--- src/rtl/fp_soma_control_unit.sv ---
`timescale 1ns/1ps
// Control unit for the floating-point addition datapath: sequences the
// normalization register through load, shift-left/right loop, a single
// rounding pass and renormalization, with a start/busy/done handshake.
//
// state    | meaning
// ---------+--------------------------------------------------------------
// IDLE     | waiting for start; far flag captured from diferenca_exp
// LOAD     | load adder result into normalization register
// CHECK    | inspect antes_virgula and choose next action
// SHIFT_R  | mantissa >> 1, exponent + 1
// SHIFT_L  | mantissa << 1, exponent - 1, shift counter + 1
// ROUND    | load round result (once per operation)
// DONE     | result valid on datapath, one-cycle done pulse
module fp_soma_control_unit #(
    parameter int N_exp  = 8,
    parameter int N_mant = 23
) (
    input  logic             clk,
    input  logic             rst_n,
    input  logic             start,
    input  logic [N_exp-1:0] diferenca_exp,
    input  logic [1:0]       antes_virgula,
    output logic [1:0]       sel_mux_normalizer,
    output logic [1:0]       sel_normalizer,
    output logic             en_reg_norm,
    output logic             busy,
    output logic             done,
    output logic             zero_result
);

    localparam int            CW      = $clog2(N_mant + 2) + 1;
    localparam logic [CW-1:0] CNT_MAX = CW'(N_mant + 1);

    typedef enum logic [2:0] {
        S_IDLE, S_LOAD, S_CHECK, S_SHIFT_R, S_SHIFT_L, S_ROUND, S_DONE
    } state_t;

    state_t          state, state_nx;
    logic [CW-1:0]   cnt, cnt_nx;
    logic            rounded, rounded_nx;
    logic            far, far_nx;
    logic            zero_nx;
    logic [N_exp-1:0] abs_diff;
    logic            far_det;

    // Magnitude of the exponent difference; -2^(N_exp-1) stays large as unsigned.
    assign abs_diff = diferenca_exp[N_exp-1] ? (~diferenca_exp + 1'b1) : diferenca_exp;
    assign far_det  = 32'(abs_diff) > 32'(N_mant + 1);

    // State and operation flags register.
    always_ff @(posedge clk or negedge rst_n) begin
        if (!rst_n) begin
            state       <= S_IDLE;
            cnt         <= '0;
            rounded     <= 1'b0;
            far         <= 1'b0;
            zero_result <= 1'b0;
        end else begin
            state       <= state_nx;
            cnt         <= cnt_nx;
            rounded     <= rounded_nx;
            far         <= far_nx;
            zero_result <= zero_nx;
        end
    end

    // Next-state and flag update logic.
    always_comb begin
        state_nx   = state;
        cnt_nx     = cnt;
        rounded_nx = rounded;
        far_nx     = far;
        zero_nx    = zero_result;
        case (state)
            S_IDLE: begin
                if (start) begin
                    state_nx   = S_LOAD;
                    cnt_nx     = '0;
                    rounded_nx = 1'b0;
                    zero_nx    = 1'b0;
                    far_nx     = far_det;
                end
            end
            S_LOAD: state_nx = S_CHECK;
            S_CHECK: begin
                if (antes_virgula[1]) begin
                    state_nx = S_SHIFT_R;
                end else if (antes_virgula[0]) begin
                    state_nx = (rounded || far) ? S_DONE : S_ROUND;
                end else if (cnt == CNT_MAX) begin
                    state_nx = S_DONE;
                    zero_nx  = 1'b1;
                end else begin
                    state_nx = S_SHIFT_L;
                end
            end
            S_SHIFT_R: state_nx = S_CHECK;
            S_SHIFT_L: begin
                state_nx = S_CHECK;
                if (cnt != CNT_MAX) cnt_nx = cnt + 1'b1;
            end
            S_ROUND: begin
                state_nx   = S_CHECK;
                rounded_nx = 1'b1;
            end
            S_DONE:  state_nx = S_IDLE;
            default: state_nx = S_IDLE;
        endcase
    end

    // Moore output decode from the registered state.
    always_comb begin
        sel_mux_normalizer = 2'b00;
        sel_normalizer     = 2'b00;
        en_reg_norm        = 1'b0;
        busy               = 1'b1;
        done               = 1'b0;
        case (state)
            S_IDLE:    busy = 1'b0;
            S_LOAD:    en_reg_norm = 1'b1;
            S_CHECK:   sel_mux_normalizer = 2'b01;
            S_SHIFT_R: begin
                sel_mux_normalizer = 2'b01;
                sel_normalizer     = 2'b01;
                en_reg_norm        = 1'b1;
            end
            S_SHIFT_L: begin
                sel_mux_normalizer = 2'b01;
                sel_normalizer     = 2'b10;
                en_reg_norm        = 1'b1;
            end
            S_ROUND: begin
                sel_mux_normalizer = 2'b10;
                en_reg_norm        = 1'b1;
            end
            S_DONE: begin
                sel_mux_normalizer = 2'b01;
                done               = 1'b1;
            end
            default: busy = 1'b0;
        endcase
    end

endmodule

--- config.mk ---
export PLATFORM = sky130hd
export DESIGN_NAME = fp_soma_control_unit
export DESIGN_NICKNAME = d
export VERILOG_FILES = /design/src/rtl/fp_soma_control_unit.sv
export SDC_FILE = /design/constraint.sdc
export NUM_CORES = 1
export LEC_CHECK = 0
export CORE_AREA = 3 3 45 47
export DETAILED_ROUTE_END_ITERATION = 12
export DIE_AREA = 0 0 48 50
export PLACE_DENSITY_LB_ADDON = 0.05
export SLEW_MARGIN = 15
export SYNTH_ARGS = -nofsm -noshare
export SYNTH_HDL_FRONTEND = slang
export SYNTH_SLANG_ARGS = --single-unit
--- constraint.sdc ---
create_clock -name clk -period 4.51 [get_ports clk]
set_input_delay 0.451 -clock clk [delete_from_list [all_inputs] [get_ports clk]]
set_output_delay 0.451 -clock clk [all_outputs]
set_load 0.03 [all_outputs]
==> results.cfg <==
[cts]
htree_levels = 1
clk_latency_ps = 270
clock-sinks = 12
clk_path_buf_depth = 2
cts_tree = done
cts_resized = 0
cts_setup_buffers = 0
cts_made_buffers = 3
clk_pin_slew_worst_paths_ps = 80
cts_root_buf = clkbuf_4
cts_hold_buf = 0

[synth]
synth_edf_count = 0
synthCells = 88
synth_cell_types = 35
synth_fp_nets = 104
ys.warnings.count = 0
synth_area_leaders = dfrtp_1 (37%), nor2_1 (5.1%), ha_1 (4.7%)
syn_area_sq_um = 802
yosys.area.top_type_share_pct = 37.4
synth-seq-area-share_pct = 37.4
async_flop_share_pct = 100
synth_area_leader_cell = dfrtp_1
synth_area_per_cell_sq_um = 9.11
synth_ff_type = dfrtp_1
ys_ff_latch = 12

[critical_path]
worstPathRequired_ps = 4060
cp_max_fo = 9
cp.arrival_ps = 1900
r2r_slack_ps = 2790
crit_path_end_kind = output pin
rr_endpoint = far
reg2regPathDepth = 3
reg2reg_from = state[0]
path_class = reg2out
worstSetupStartpointType = flip-flop

[flow_run]
cap_violations = 0

[min_path]
holdCritStartpoint = rounded
hp-class = reg2reg
hold_depth = 1
min_to = rounded

[floorplanning]
die_w_um = 48
io_pins = 21
start_util_pct = 47.5
die_h_um = 50
die_area_sq_um = 2400
design.core.area_sq_um = 1690
num_rows = 15

[routing]
drtIter0Drc = 12
routed_wirelength_mm = 1.54
drc = 0
via_per_inst = 5.84
final_antenna_net_count = 0
post_drt_wl_per_cell_um = 12.3
first_pass_iters = 4
vias = 730

[layout]
layout_commonest_cell = clkdlybuf4s50_1
fillCellCount = 165
area_growth_pct = 29.0
num-nets-final = 125
drive_above_1_share_pct = 8.33
seq_area_sq_um = 300
final_cells = 125
final_cell_mix = clkdlybuf4s50_1 (20), dfrtp_1 (12), nor2_1 (11)
fin_util_pct = 61.3
multi_input_area_sq_um = 450
antenna_cells = 0

[place]
dpl.hpwl_mm = 1.25
gp_congestion = 0.798
port_buffers = 20
pre_cts_ws_ps = 2410
dp_cells = 121

[timing]
fin_crit_sh_pct = 52.1
fin_tns_setup_ps = 0
drv_slew = 0
holdWs_ps = 493
finalCriticalPeriod_ps = 2350
setup_slack_ps = 2160
hold_violations = 0
skew_ps = 6.68
slew_headroom_pct = 65.9
rsz0062_at_grt = false
max_freq_mhz = 425
worstMarginPinSlew_ps = 510
setup_viol = 0

[grt]
antenna_found_initial = 0
grt_pass1_vias = 694
grt_overflow_total = 0
grt_pass1_wl_mm = 2.77
grt_max_degree = 13
grt_util_all_layers_pct = 15.5

[pwr]
p_leak_uw = 0.000475
ir_drop_mv = 0.355
cellPowerDensity_nw_per_um2 = 487

[status]
status = complete, no violations
-- cells by family (layout without fill, tap and decap cells) --
family	after synthesis	count (layout)	share of synthesized area, %
AND/OR/NAND/NOR	38	38	27.5
flip-flops	12	12	37.4
AO/OA/AOI/OAI	19	19	18.1
XOR/XNOR	2	2	2.18
adder cells (fa/ha/maj)	3	3	4.68
buffers and inverters	11	31	6.40
multiplexers	3	3	3.74
-- critical path, cell delays in order (launching register included) --
cell,delay (ps)
dfrtp_1,480
or2_2,370
nor2_1,140
nor2_1,50
clkdlybuf4s50_1,580
-- metrics by stage --
stage | area [sq um] | power, uW
global route | 1030 | 542
finish | 1030 | 504
detailed placement | 998 | 423
floorplan | 802 | 341
global placement | 998 | 421
CTS | 1030 | 509
-- power by group --
part	leakage, uW	switching (uW)	internal [uW]	total [uW]
combinational	0.000297	131	110	242
sequential	0.000156	44.8	134	179
clock	0.0000210	34.9	49.0	83.9
total	0.000475	211	293	504
-- Yosys cell counts (2+ instances only) --
library cell  count
nand4_1           2
nor2_1           11
xor2_1            2
o31a_1            2
buf_4             2
nand2b_1          3
dfrtp_1          12
and3_1            5
o21ai_0           2
nor3b_1           2
inv_1             7
mux2i_1           3
o211ai_1          2
ha_1              3
a21oi_1           4
or2_2             2
nand2_1           6
-- state kept, by name, summed over array words and instances (netlist names) --
signal / cells
cnt: 6
state: 3
far: 1
zero_result: 1
rounded: 1
-- metal layers --
metal | global-route usage [%] | wire, um
met1 | 20.5 | 737
met2 | 23.6 | 712
met3 | 4.01 | 74
met4 | 5.38 | 17
met5 | 0 | 0
-- worst max path at each step --
stage	start	end	slack, ps	depth (start not counted)
finish	state[0]	busy	2160	4
floorplan	state[1]	done	2730	3
detailed placement	start	far	2410	4
global route	state[1]	done	2070	3
global placement	start	far	2450	4
CTS	state[0]	busy	2140	4
-- layout make-up --
class                      instances  share of cell area, %
clock buffer                       4                   3.51
timing repair buffer              20                   19.3
inverter                           7                   2.54
sequential                        12                   29.0
multi-input combinational         65                   43.5
tap                               17                   2.06
Power figures use the tool's default switching activity.
